## config.mk

```make
export PLATFORM = sky130hd
export DESIGN_NAME = iobus_target_router
export DESIGN_NICKNAME = d
export VERILOG_FILES = /design/src/rtl/iobus_target_router_pkg.sv /design/src/rtl/iobus_timeout_timer.sv /design/src/rtl/iobus_target_router.sv
export SDC_FILE = /design/constraint.sdc
export NUM_CORES = 1
export LEC_CHECK = 0
export ABC_AREA = 1
export CORE_UTILIZATION = 40
export DETAILED_ROUTE_END_ITERATION = 10
export PLACE_DENSITY = 0.87
export RECOVER_POWER = 100
export SYNTH_ARGS = -nofsm -noshare
export SYNTH_HDL_FRONTEND = slang
export SYNTH_SLANG_ARGS = --single-unit
```

## constraint.sdc

```tcl
create_clock -name clk -period 3.4 [get_ports clk]
set_clock_uncertainty 0.1 [all_clocks]
set_input_delay 0.68 -clock clk [delete_from_list [all_inputs] [get_ports clk]]
set_output_delay 0.68 -clock clk [all_outputs]
set_load 0.01 [all_outputs]
```

## src/rtl/iobus_target_router_pkg.sv

```systemverilog
// rtl/iobus_target_router_pkg.sv - shared state encodings, error byte and err_flags bit indices
package iobus_target_router_pkg;

  typedef enum logic [1:0] {
    ST_IDLE = 2'd0,
    ST_BUSY = 2'd1,
    ST_ERR  = 2'd2
  } state_e;

  localparam logic [7:0] ERR_BYTE = 8'hDE;

  localparam int FLAG_TIMEOUT     = 0;
  localparam int FLAG_UNMAPPED    = 1;
  localparam int FLAG_STRAY       = 2;
  localparam int FLAG_STROBE_BUSY = 3;

endpackage

```

## src/rtl/iobus_timeout_timer.sv

```systemverilog
// rtl/iobus_timeout_timer.sv - busy-cycle counter flagging the last cycle before forced completion
module iobus_timeout_timer #(
  parameter int TIMEOUT_CYCLES = 255
) (
  input  logic clk,
  input  logic rst_n,
  input  logic clear,
  input  logic enable,
  output logic expired
);

  localparam int TW = $clog2(TIMEOUT_CYCLES + 1);
  localparam logic [TW-1:0] LAST = TW'(TIMEOUT_CYCLES - 1);

  logic [TW-1:0] count_q, count_d;

  always_comb begin
    count_d = count_q;
    if (clear) begin
      count_d = '0;
    end else if (enable) begin
      count_d = count_q + TW'(1);
    end
  end

  always_ff @(posedge clk or negedge rst_n) begin
    if (!rst_n) begin
      count_q <= '0;
    end else begin
      count_q <= count_d;
    end
  end

  // Count holds the number of BUSY cycles already completed.
  assign expired = (count_q == LAST);

endmodule

```

## src/rtl/iobus_target_router.sv

```systemverilog
// rtl/iobus_target_router.sv - registered IO bus target router; IOBUS_ROUTER_ERR_STATUS_EN adds err_clr/err_flags
module iobus_target_router
  import iobus_target_router_pkg::*;
#(
  parameter int CORE_COUNT     = 4,
  parameter int DATA_WIDTH     = 32,
  parameter int ADDR_WIDTH     = 32,
  parameter int SEL_LSB        = 8,
  parameter int TIMEOUT_CYCLES = 255
) (
  input  logic                           clk,
  input  logic                           rst_n,
  input  logic                           io_addr_strobe,
  input  logic                           io_read_strobe,
  input  logic [ADDR_WIDTH-1:0]          io_address,
  output logic [DATA_WIDTH-1:0]          io_read_data,
  output logic                           io_ready,
  output logic [CORE_COUNT-1:0]          tgt_addr_strobe,
  input  logic [DATA_WIDTH*CORE_COUNT-1:0] tgt_read_data,
  input  logic [CORE_COUNT-1:0]          tgt_ready
`ifdef IOBUS_ROUTER_ERR_STATUS_EN
  ,
  input  logic                           err_clr,
  output logic [3:0]                     err_flags
`endif
);

  localparam int SEL_BITS  = (CORE_COUNT > 1) ? $clog2(CORE_COUNT) : 1;
  localparam int ERR_BYTES = (DATA_WIDTH + 7) / 8;
  localparam logic [ERR_BYTES*8-1:0] ERR_FULL = {ERR_BYTES{ERR_BYTE}};
  localparam logic [DATA_WIDTH-1:0]  ERR_WORD = ERR_FULL[DATA_WIDTH-1:0];
  localparam logic [SEL_BITS:0]      CORE_LIMIT = (SEL_BITS + 1)'(CORE_COUNT);

  state_e                state_q, state_d;
  logic [SEL_BITS-1:0]   sel_q, sel_d, idx;
  logic                  is_read_q, is_read_d;
  logic                  io_ready_q, io_ready_d;
  logic [DATA_WIDTH-1:0] rdata_q, rdata_d, sel_data;
  logic                  mapped, sel_ready;
  logic                  tmr_clear, tmr_en, tmr_expired;
  logic                  unused_addr_bits;

  assign idx              = io_address[SEL_LSB +: SEL_BITS];
  assign mapped           = ({1'b0, idx} < CORE_LIMIT);
  assign unused_addr_bits = ^io_address;

  always_comb begin
    tgt_addr_strobe = '0;
    sel_data        = '0;
    sel_ready       = 1'b0;
    for (int i = 0; i < CORE_COUNT; i++) begin
      if (io_addr_strobe && (state_q == ST_IDLE) && mapped && (idx == SEL_BITS'(i))) begin
        tgt_addr_strobe[i] = 1'b1;
      end
      if (sel_q == SEL_BITS'(i)) begin
        sel_data  = tgt_read_data[DATA_WIDTH*i +: DATA_WIDTH];
        sel_ready = tgt_ready[i];
      end
    end
  end

  always_comb begin
    state_d    = state_q;
    sel_d      = sel_q;
    is_read_d  = is_read_q;
    io_ready_d = 1'b0;
    rdata_d    = rdata_q;
    tmr_clear  = 1'b0;
    tmr_en     = 1'b0;
    unique case (state_q)
      ST_IDLE: begin
        if (io_addr_strobe) begin
          if (mapped) begin
            sel_d     = idx;
            is_read_d = io_read_strobe;
            tmr_clear = 1'b1;
            state_d   = ST_BUSY;
          end else begin
            state_d = ST_ERR;
          end
        end
      end
      ST_BUSY: begin
        tmr_en = 1'b1;
        // A response arriving on the final cycle still beats the timeout.
        if (sel_ready) begin
          io_ready_d = 1'b1;
          rdata_d    = is_read_q ? sel_data : '0;
          state_d    = ST_IDLE;
        end else if (tmr_expired) begin
          io_ready_d = 1'b1;
          rdata_d    = ERR_WORD;
          state_d    = ST_IDLE;
        end
      end
      ST_ERR: begin
        io_ready_d = 1'b1;
        rdata_d    = ERR_WORD;
        state_d    = ST_IDLE;
      end
      default: state_d = ST_IDLE;
    endcase
  end

  always_ff @(posedge clk or negedge rst_n) begin
    if (!rst_n) begin
      state_q    <= ST_IDLE;
      sel_q      <= '0;
      is_read_q  <= 1'b0;
      io_ready_q <= 1'b0;
      rdata_q    <= '0;
    end else begin
      state_q    <= state_d;
      sel_q      <= sel_d;
      is_read_q  <= is_read_d;
      io_ready_q <= io_ready_d;
      rdata_q    <= rdata_d;
    end
  end

  assign io_ready     = io_ready_q;
  assign io_read_data = rdata_q;

  iobus_timeout_timer #(
    .TIMEOUT_CYCLES(TIMEOUT_CYCLES)
  ) u_timer (
    .clk    (clk),
    .rst_n  (rst_n),
    .clear  (tmr_clear),
    .enable (tmr_en),
    .expired(tmr_expired)
  );

`ifdef IOBUS_ROUTER_ERR_STATUS_EN
  logic [3:0]            flags_q, flags_d, flag_evt;
  logic [CORE_COUNT-1:0] sel_mask;

  always_comb begin
    sel_mask = '0;
    for (int i = 0; i < CORE_COUNT; i++) begin
      if (sel_q == SEL_BITS'(i)) sel_mask[i] = 1'b1;
    end
    flag_evt                   = '0;
    flag_evt[FLAG_TIMEOUT]     = (state_q == ST_BUSY) && tmr_expired && !sel_ready;
    flag_evt[FLAG_UNMAPPED]    = (state_q == ST_IDLE) && io_addr_strobe && !mapped;
    flag_evt[FLAG_STRAY]       = ((state_q != ST_BUSY) && (|tgt_ready)) ||
                                 ((state_q == ST_BUSY) && (|(tgt_ready & ~sel_mask)));
    flag_evt[FLAG_STROBE_BUSY] = (state_q != ST_IDLE) && io_addr_strobe;
    // New events override a simultaneous clear.
    flags_d = (err_clr ? 4'b0000 : flags_q) | flag_evt;
  end

  always_ff @(posedge clk or negedge rst_n) begin
    if (!rst_n) begin
      flags_q <= '0;
    end else begin
      flags_q <= flags_d;
    end
  end

  assign err_flags = flags_q;
`endif

endmodule
```

; ---- Yosys cells after proc, flatten, opt, wreduce, memory -nomap -nowiden
; Cells that the tools add are included.
[word_totals]
word_cells = 59
rom_bits = 0
ram_bits = 0
reg_bits = 46
latchBits = 0
out_inout_bits = 37
n_memories = 0
inputBits = 168
[op_classes]
muxes = 28
n_bitwise = 0
order_cmp = 0
add_sub_neg = 1
multipliers = 0
div_mod_pow = 0
shift = 0
eq_ne = 11
reduce_logical = 13
[op_table]
columns = cell, n
row1 = 2-to-1 mux 32 bit, 7
row2 = case mux 32 bit (2 select lines), 1
row3 = 2-to-1 mux 8 bit, 2
row4 = 2-to-1 mux 1 bit, 13
row5 = equality test 2 bit (second input constant), 5
row6 = adder 8 x 1 -> 8 bit (second input constant), 1
row7 = equality test 8 bit (second input constant), 1
row8 = equality test 2 x 1 -> 1 bit (second input constant), 3
row9 = logical NOT 2 bit, 3
row10 = 2-to-1 mux 2 bit, 3
row11 = AND reduction 2 bit, 3
row12 = logical AND 1 bit, 5
row13 = case mux 2 bit (2 select lines), 1
row14 = nonzero test 2 bit, 2
row15 = != test 3 bit (second input constant), 1
row16 = != test 2 bit (second input constant), 1
row17 = case mux 1 bit (2 select lines), 1

; ---- Longest topological paths before layout
; Gate-level depths: netlist of the first run.
[logic_depth]
ltp_word = 8
mapped_depth = 11
ltp_nobuf = 9

; ---- By module
; Synthesis of the first run repeated with hierarchy kept, for this count alone.
[unflattened]
hier_cells = 553
hier_area_um2 = 3321.9
[by_module_without_submodules]
columns = module, cells_per_inst, instances, seq_area_each_um2, area_per_inst_um2
row1 = iobus_target_router, 495, 1, 925.9, 2862.7
row2 = iobus_timeout_timer, 58, 1, 200.2, 459.2

; ---- Worst setup path after synthesis of the first run
; OpenSTA, ideal clock, no wires.
[synth_path]
path_type = input to output
startpoint = input port io_addr_strobe
endpoint = output port tgt_addr_strobe[0]
setup_slack_ps = 1229
arrival_ps = 1391
cell_stages = 4
required_ps = 2620
path_cell_list = inv_1 nor2_1 inv_1 nor3_1
[synth_between]
elab_chain_len = 3
[synth_lines]
columns = element, line_no
row1 = start: declaration, iobus_target_router.sv:13  ; input logic io_addr_strobe,
row2 = logical AND 1 bit (2 in a row), iobus_target_router.sv:52  ; if (io_addr_strobe && (state_q == ST_IDLE) && mapped && (idx == SEL_BITS'(i))) begin
row3 = 2-to-1 mux 1 bit, iobus_target_router.sv:52
row4 = end: declaration, iobus_target_router.sv:18  ; output logic [CORE_COUNT-1:0] tgt_addr_strobe,
; No other way between the ends.

; ---- Worst setup path after layout of the first run
[layout_path]
startpoint = input port io_addr_strobe
endpoint = output port tgt_addr_strobe[1]
; The elaborated chain is that of the path after synthesis.

==> results of run 1 <==
registers in the layout, indices dropped and copies added (netlist names):
name	count
io_read_data	32
u_timer.count_q	8
sel_q	2
io_ready	1
is_read_q	1
state_q	1
cells in the mapped netlist, types with 2 or more instances:
master | instances | share of area (%)
ha_1 | 2 | 0.77
nand2_1 | 183 | 21
nand3_1 | 44 | 6.8
o21ai_1 | 11 | 1.7
o21ai_0 | 29 | 4.5
buf_4 | 4 | 0.93
dfrtp_1 | 45 | 35
buf_2 | 10 | 1.5
buf_1 | 2 | 0.23
nor2_1 | 74 | 8.6
o21ai_2 | 10 | 2.7
inv_1 | 51 | 5.9
clkbuf_1 | 5 | 0.58
nand2_4 | 4 | 1.4
a21oi_1 | 15 | 2.3
buf_6 | 6 | 2.1
nand3_2 | 2 | 0.62
nand2_2 | 2 | 0.39
power breakdown:
part | internal, mW | switching [mW]
sequential | 0.763 | 0.211
combinational | 0.886 | 1.31
clock | 0.146 | 0.179
routing by layer:
metal | vias up | GRT usage, %
met5 | - | 0
met4 | 0 | 8.07
met3 | 20 | 5.80
met2 | 149 | 48.1
met1 | 1782 | 30.0
li1 | 1901 | -
cell usage in the layout, fill, tap and decap left out:
master	instances
nand2_2	3
nand3b_1	1
nor3_1	1
nand2_4	2
clkbuf_1	4
inv_1	51
ha_1	2
nor4_1	1
nor2_8	1
o21ai_2	2
buf_4	3
nand4_1	1
nand3_2	1
a31oi_1	1
nor2_1	74
nor2_4	1
a21oi_1	16
o21ai_0	48
clkinvlp_4	1
dlygate4sd3_1	38
nand2_1	184
a22oi_1	1
clkdlybuf4s50_1	135
inv_2	1
nor2_2	1
clkbuf_8	5
nand3_1	45
dfrtp_1	45
path summary, 6_finish.rpt:
check	cells after the start	slack, ns	end	startpoint
max in group asynchronous	1	0.79	io_read_data[19]	rst_n
min in group asynchronous	1	1.02	io_read_data[2]	rst_n
worst max register to register	8	0.59	io_read_data[12]	sel_q[1]
worst max-delay path	7	0.29	tgt_addr_strobe[1]	io_addr_strobe
worst min-delay path	2	0.38	io_read_data[4]	io_read_data[4]
worst min register to register	2	0.38	io_read_data[4]	io_read_data[4]
worst max-delay path, stage by stage:
cell	delay, ns
dlygate4sd3_1	0.56
inv_1	0.05
nor2_1	0.12
buf_4	0.16
nand2_1	0.06
nor2_1	0.08
dlygate4sd3_1	0.62
cell families (layout without fill, tap and decap cells):
logic type | Yosys count | in the layout | share of synthesized area (%)
AND/OR/NAND/NOR | 316 | 316 | 40.9
buffers and inverters | 80 | 238 | 11.5
AO/OA/AOI/OAI | 68 | 68 | 12.1
flip-flops | 45 | 45 | 34.7
adder cells (fa/ha/maj) | 2 | 2 | 0.771
area by class of cell:
| type | count | area, µm² |
|---|---|---|
| tap | 102 | 128 |
| clock inverter | 1 | 7.51 |
| timing repair buffer | 178 | 1760 |
| inverter | 52 | 195 |
| multi-input combinational | 386 | 1680 |
| sequential | 45 | 1130 |
| fill | 724 | 2790 |
| clock buffer | 7 | 76.3 |
per-stage QoR:
| stage | instance area [µm²] | util (%) | hold WS (ns) |
|---|---|---|---|
| final | 4980 | 64.1 | 0.382 |
| after CTS | 5040 | 64.9 | 0.389 |
| after global routing | 4980 | 64.1 | 0.398 |
| after floorplan | 3240 | - | 0.284 |
| after global placement | 4960 | 63.8 | 0.362 |
| after detailed placement | 4960 | 63.8 | 0.367 |
==> impl_metrics.tcl, run 1 <==
set metrics [dict create \
    fmax_ghz 0.321 \
    power.total_mw 3.49 \
    grt_pass1_wl_mm 17.6 \
    cts_tree "done" \
    die_w_um 92.0 \
    yosysWarnings 0 \
    grt_max_degree 54 \
    num_vias 3852 \
    cts_buffers 5 \
    die_area_mm2 0.00847 \
    seq_area_frac_synth_pct 34.7 \
    finalCritPeriodShare_pct 91.6 \
    violations "max-capacitance violations, max-slew violations" \
    p_leak_nw 2.40 \
    drive_above_1_share_pct 3.14 \
    hpwl_mm 8.56 \
    dr.pass1.iters 5 \
    port_buffers 174 \
    status "finished, violations left" \
    antenna_found_initial 0 \
    cts_hold_buf 0 \
    critPathArrivalTime_ns 2.33 \
    rows 32 \
    cts_sinks 45 \
    h-tree-depth 2 \
    avgSynthCellArea_um2 6.35 \
    cts.clk_slew.worst_paths_ns 0.09 \
    yosysUniqueCellTypes 30 \
    wl_met2_mm 5.76 \
    grt_pass1_vias 3682 \
    root_buffer "clkbuf_8" \
    fin_ws_ns 0.286 \
    wl_met1_mm 4.52 \
    netlist_area_mm2 0.00324 \
    drc 0 \
    finalSetupViolCount 0 \
    cts_setup_buffers 0 \
    synth_edf_count 0 \
    critPathRequiredTime_ns 2.62 \
    dp_cells 763 \
    synth_seq_cells 45 \
    design.core.area_mm2 0.00777 \
    start_util_pct 41.8 \
    drt_iter0_drc 132 \
    maxSlewHeadroom_pct -61.9 \
    crit_type "input pin to output pin" \
    grt_util_all_layers_pct 26.2 \
    clk_latency_ns 0.29 \
    detail-route-antenna-nets 0 \
    dr_wl_met3_um 754 \
    cap_violations 1 \
    grt_setup_unrepaired "no" \
    final-instance-count-excl-fill 771 \
    min_period_ns 3.11 \
    gp_congestion 0.794 \
    place_ws_ns 0.411 \
    ctsLongestPathBuffers 2 \
    irDropWorstVdd_mv 0.418 \
    final_nets 838 \
    die_h_um 92.0 \
    worst_pin_slew_ns 2.43 \
    start_kind "input pin" \
    power.density_mw_per_mm2 702 \
    hp-class "flop to flop" \
    synth_fp_nets 681 \
    cp_max_fo 7 \
    synthCells 511 \
    cp-end-kind "output pin" \
    areaGrowthSynthToFinish_pct 53.5 \
    cts_resized 0 \
    top_layer "met4" \
    synth_flop_cell "dfrtp_1" \
    ios 205 \
    hold_violations 0 \
    slew_viol_final 46 \
    wl_per_cell_um 14.7 \
    synthArstFlopShare_pct 100 \
    overflow 0 \
    vias_per_cell 5.00 \
    wl_mm 11.3 \
    diodes 0 \
    tns_ns 0 \
]
No activity file was read; power rests on OpenSTA's default activity.
==> run 2: changes to the inputs <==
--- a/config.mk
+++ b/config.mk
@@ -8,7 +8,7 @@
 export ABC_AREA = 1
 export CORE_UTILIZATION = 40
 export DETAILED_ROUTE_END_ITERATION = 10
-export PLACE_DENSITY = 0.87
+export PLACE_DENSITY = 0.91
 export RECOVER_POWER = 100
 export SYNTH_ARGS = -nofsm -noshare
 export SYNTH_HDL_FRONTEND = slang
==> constraint.sdc (replaced) <==
create_clock -name clk -period 3.4 [get_ports clk]
set_clock_uncertainty 0.1 [all_clocks]
set_input_delay 0.34 -clock clk [delete_from_list [all_inputs] [get_ports clk]]
set_output_delay 0.34 -clock clk [all_outputs]
set_load 0.01 [all_outputs]
==> run 2 against run 1 <==
Fmax increased by 10%. Cell count decreased by 0.13%. Non-clock buffer count decreased by 1. Register-to-register slack got worse by 0.02 ns. The flow still finishes with violations (max-capacitance violations, max-slew violations). Hold slack improved by 0.0027 ns. Total power increased by 0.21%. Largest cell class unchanged. Routed wire length decreased by 1.8%. Highest routed layer unchanged.
==> impl_metrics.tcl, run 2 (synthesized netlist as in run 1, its figures left out) <==
set metrics [dict create \
    status "finished, violations left" \
    violations "max-capacitance violations, max-slew violations" \
    h-tree-depth 2 \
    cts_resized 0 \
    grt_setup_unrepaired "no" \
    vias_per_cell 5.04 \
    cp_common_cell "nand2_1" \
    final_nets 837 \
    cts_hold_buf 0 \
    cts_setup_buffers 0 \
    wl_mm 11.1 \
    diodes 0 \
    die_h_um 92.0 \
    critPathBufInv 1 \
    clk_latency_ns 0.30 \
    maxSlewHeadroom_pct -59.8 \
    tns_ns 0 \
    largest_reg_flops 32 \
    cts_tree "done" \
    cts_sinks 45 \
    worst_pin_slew_ns 2.40 \
    ios 205 \
    fmax_ghz 0.353 \
    crit_chain "buf_4 -> nand3_1 -> nand2_4 -> nor2_4 -> a21oi_1 -> nand2_1 -> nand2_1" \
    rows 32 \
    swShare_pct 48.9 \
    placed_area_mm2 0.00495 \
    hold_violations 0 \
    drt_iter0_drc 185 \
    cts_buffers 5 \
    port_buffers 174 \
    cp_max_fo 24 \
    critPathRequiredTime_ns 3.54 \
    irDropWorstVdd_mv 0.374 \
    p_seq_share_pct 27.5 \
    overflow 0 \
    fin_ws_ns 0.570 \
    p_leak_nw 2.41 \
    detail-route-antenna-nets 0 \
    finalSetupViolCount 0 \
    start_util_pct 41.8 \
    cap_violations 1 \
    grt_pass1_vias 3648 \
    place_ws_ns 0.712 \
    num_vias 3881 \
    antenna_found_initial 0 \
    layout_common_cells "183 x nand2_1, 136 x clkdlybuf4s50_1, 74 x nor2_1" \
    hp-class "flop to flop" \
    hpwl_mm 8.31 \
    cts.clk_slew.worst_paths_ns 0.09 \
    wl_per_cell_um 14.4 \
    crit_slowest_cell "dfrtp_1" \
    die_w_um 92.0 \
    crit_type "flop to flop" \
    p_int_mw 1.79 \
    start_kind "flop" \
    power.density_mw_per_mm2 703 \
    cp_slowest_stage_delay_ns 0.91 \
    ctsLongestPathBuffers 2 \
    die_area_mm2 0.00847 \
    root_buffer "clkbuf_8" \
    drc 0 \
    areaGrowthSynthToFinish_pct 53.5 \
    gp_congestion 0.864 \
    design.core.area_mm2 0.00777 \
    min_period_ns 2.83 \
    grt_util_all_layers_pct 25.9 \
    grt_pass1_wl_mm 17.3 \
    critPathArrivalTime_ns 2.97 \
    slew_viol_final 46 \
    layout_commonest_cell "nand2_1" \
    clkPwrFrac_pct 9.9 \
    dr.pass1.iters 5 \
    pwr-share-comb_pct 62.6 \
    cp-end-kind "flop" \
    power.total_mw 3.50 \
    critical-path-top-delay-family "flip-flops" \
    final_cell_area_mm2 0.00498 \
    whs_ns 0.385 \
    grt_max_degree 54 \
    finalCritPeriodShare_pct 83.2 \
    drive_above_1_share_pct 3.14 \
    switchingPower_mw 1.71 \
]
## run 2: through the flow
stage,util (%),cells
2_1_floorplan,-,511
3_3_place_gp,63.7,762
3_5_place_dp,63.7,762
4_1_cts,64.9,770
5_1_grt,64.1,770
6_report,64.1,770
## run 2: area by class of cell
cell class | count | area, µm²
flip-flops and latches | 45 | 1130
fillers | 698 | 2790
repair buffers | 177 | 1760
clock inverters | 3 | 25.0
inverters | 52 | 195
well taps | 102 | 128
multi-input cells | 386 | 1680
clock buffers | 5 | 68.8
## run 2: power groups by stage
stage                     sequential (mW)  combinational (mW)  clock (mW)
after floorplan                     0.970                1.60           0
after global placement              0.965                2.31           0
after detailed placement            0.976                2.37           0
after CTS                           0.968                2.38       0.358
after global routing                0.989                2.45       0.379
final                               0.962                2.19       0.347
## run 2: per-layer routing
metal	wire length, µm	up-vias	global-route usage (%)
met5	0	-	0
met4	349	0	10.2
met3	884	25	5.80
met2	5480	181	45.8
met1	4400	1784	30.4
li1	-	1891	-
## run 2: worst register-to-register path, cell delays in order (launching register included)
cell and delay (ns):
dfrtp_1 0.91, buf_4 0.36, nand3_1 0.16, nand2_4 0.13, nor2_4 0.09, a21oi_1 0.78
nand2_1 0.15, nand2_1 0.10
## run 2: worst paths after layout
check,from,end,slack (ns),depth (start not counted)
setup / recovery,sel_q[0],io_read_data[28],0.57,7
hold / removal,io_read_data[31],io_read_data[31],0.38,2
setup reg to reg,sel_q[0],io_read_data[28],0.57,7
hold reg to reg,io_read_data[31],io_read_data[31],0.38,2
max in group asynchronous,rst_n,io_read_data[31],1.18,1
min in group asynchronous,rst_n,io_read_data[29],0.65,1
==> run 3: changes to the inputs <==
--- a/config.mk
+++ b/config.mk
@@ -6,9 +6,9 @@
 export NUM_CORES = 1
 export LEC_CHECK = 0
 export ABC_AREA = 1
-export CORE_UTILIZATION = 40
+export CORE_UTILIZATION = 34
 export DETAILED_ROUTE_END_ITERATION = 10
-export PLACE_DENSITY = 0.91
+export PLACE_DENSITY = 0.82
 export RECOVER_POWER = 100
 export SYNTH_ARGS = -nofsm -noshare
 export SYNTH_HDL_FRONTEND = slang
==> constraint.sdc (replaced) <==
create_clock -name clk -period 2.4 [get_ports clk]
set_clock_uncertainty 0.1 [all_clocks]
set_input_delay 0.24 -clock clk [delete_from_list [all_inputs] [get_ports clk]]
set_output_delay 0.24 -clock clk [all_outputs]
set_load 0.01 [all_outputs]
==> run 3 against run 2 <==
Critical path depth shrank 3. Non-clock buffer count rose by 11. The run now ends clean. First-iteration DRC count is 20% lower. Highest routed layer unchanged. Global-route usage decreased by 4.1 points. Sequential cell count did not move. Combinational power is 50% higher. Cell count is 5.1% higher. Critical path type is now flop to output pin. Routed wire length is 1.3% lower. Cell area rose by 3.6%.
==> impl_metrics.tcl, run 3 (synthesized netlist as in run 1, its figures left out) <==
set metrics [dict create \
    drt_iter0_drc 148 \
    cts_sinks 45 \
    die_h_um 99.7 \
    slew_viol_final 0 \
    fin_ws_ns 0.179 \
    layout_commonest_cell "nand2_1" \
    cts_buffers 5 \
    design.core.area_mm2 0.00924 \
    multi_input_area_mm2 0.00170 \
    place_ws_ns 0.240 \
    crit_type "flop to output pin" \
    grt_pass1_vias 3709 \
    post-route-util_pct 55.8 \
    finalCritPeriodShare_pct 92.6 \
    switchingPower_mw 2.45 \
    status "completed" \
    die_area_mm2 0.00993 \
    cts_tree "done" \
    dp_cells 799 \
    dr.pass1.iters 4 \
    port_buffers 174 \
    cp_max_fo 10 \
    swShare_pct 47.0 \
    placed_area_mm2 0.00508 \
    cts.clk_slew.worst_paths_ns 0.09 \
    grt_pass1_wl_mm 17.2 \
    p_seq_share_pct 25.6 \
    critPathArrivalTime_ns 1.88 \
    rows 35 \
    start_util_pct 35.1 \
    num_vias 3838 \
    p_leak_nw 2.47 \
    power.density_mw_per_mm2 1010 \
    root_buffer "clkbuf_8" \
    vias_per_cell 4.74 \
    h-tree-depth 2 \
    wl_per_cell_um 13.5 \
    fmax_ghz 0.450 \
    cts_setup_buffers 0 \
    worst_pin_slew_ns 0.861 \
    final_nets 848 \
    clkPwrFrac_pct 11.3 \
    start_kind "flop" \
    hold_violations 0 \
    final-instance-count-excl-fill 809 \
    n_fill_cell 897 \
    cap_violations 0 \
    gp_congestion 0.831 \
    hpwl_mm 8.35 \
    irDropWorstVdd_mv 0.522 \
    areaGrowthSynthToFinish_pct 59.1 \
    grt_setup_unrepaired "no" \
    antenna_found_initial 1 \
    ctsLongestPathBuffers 2 \
    grt_util_all_layers_pct 21.9 \
    hp-class "flop to flop" \
    drive_above_1_share_pct 4.86 \
    critPathRequiredTime_ns 2.06 \
    power.total_mw 5.20 \
    ios 205 \
    p_int_mw 2.75 \
    drc 0 \
    layout_common_cells "184 x nand2_1, 139 x clkdlybuf4s50_1, 74 x nor2_1" \
    finalSetupViolCount 0 \
    detail-route-antenna-nets 0 \
    wl_mm 11.0 \
    grt_max_degree 54 \
    overflow 0 \
    pwr-share-comb_pct 63.0 \
    maxSlewHeadroom_pct 42.6 \
    final_cell_area_mm2 0.00516 \
    min_period_ns 2.22 \
    largest_reg_flops 32 \
    cp-end-kind "output pin" \
    tns_ns 0 \
    whs_ns 0.385 \
    ff_latch_area_mm2 0.00113 \
    clk_latency_ns 0.30 \
    die_w_um 99.7 \
]
-- run 3: worst paths after layout --
path                                   from  slack [ns]  cells past startpoint                  to
max                              state_q[0]        0.18                      4  tgt_addr_strobe[3]
min                        io_read_data[31]        0.38                      2    io_read_data[31]
max reg2reg                        sel_q[0]        0.25                      8    io_read_data[14]
min reg2reg                io_read_data[31]        0.38                      2    io_read_data[31]
max in group asynchronous             rst_n        0.41                      3          state_q[0]
min in group asynchronous             rst_n        0.45                      2    io_read_data[13]
-- run 3: layout make-up --
class	instances	share of cell area, %
diodes	1	0.0485
clock inverters	3	0.897
multi-input cells	386	32.9
clock buffers	5	1.33
repair buffers	188	36.1
inverters	52	3.78
flip-flops and latches	45	21.9
well taps	129	3.13
-- run 3: critical path: stages (launching register included) --
cell and delay [ns]:
dfrtp_2 0.50, nor2_1 0.22, inv_1 0.15, nor2_1 0.10, dlygate4sd3_1 0.60
-- run 3: per-layer routing --
metal	share of wire, %	track usage [%]	up-vias
li1	-	-	1917
met1	41	25.2	1772
met2	50	39.9	126
met3	5.7	4.29	23
met4	3.0	7.92	0
met5	0	0	-
-- run 3: timing repair --
action,in CTS,in global routing
hold buffers,1,0
endpoints found under the setup margin,0,2
hold endpoints to repair,15,0
resized for setup,0,1
-- run 3: power groups by stage --
stage | sequential, mW | clock [mW] | combinational, mW
6_report | 1.33 | 0.590 | 3.28
5_1_grt | 1.38 | 0.644 | 3.68
4_1_cts | 1.34 | 0.611 | 3.58
3_5_place_dp | 1.35 | 0 | 3.56
3_3_place_gp | 1.34 | 0 | 3.47
2_1_floorplan | 1.37 | 0 | 2.27
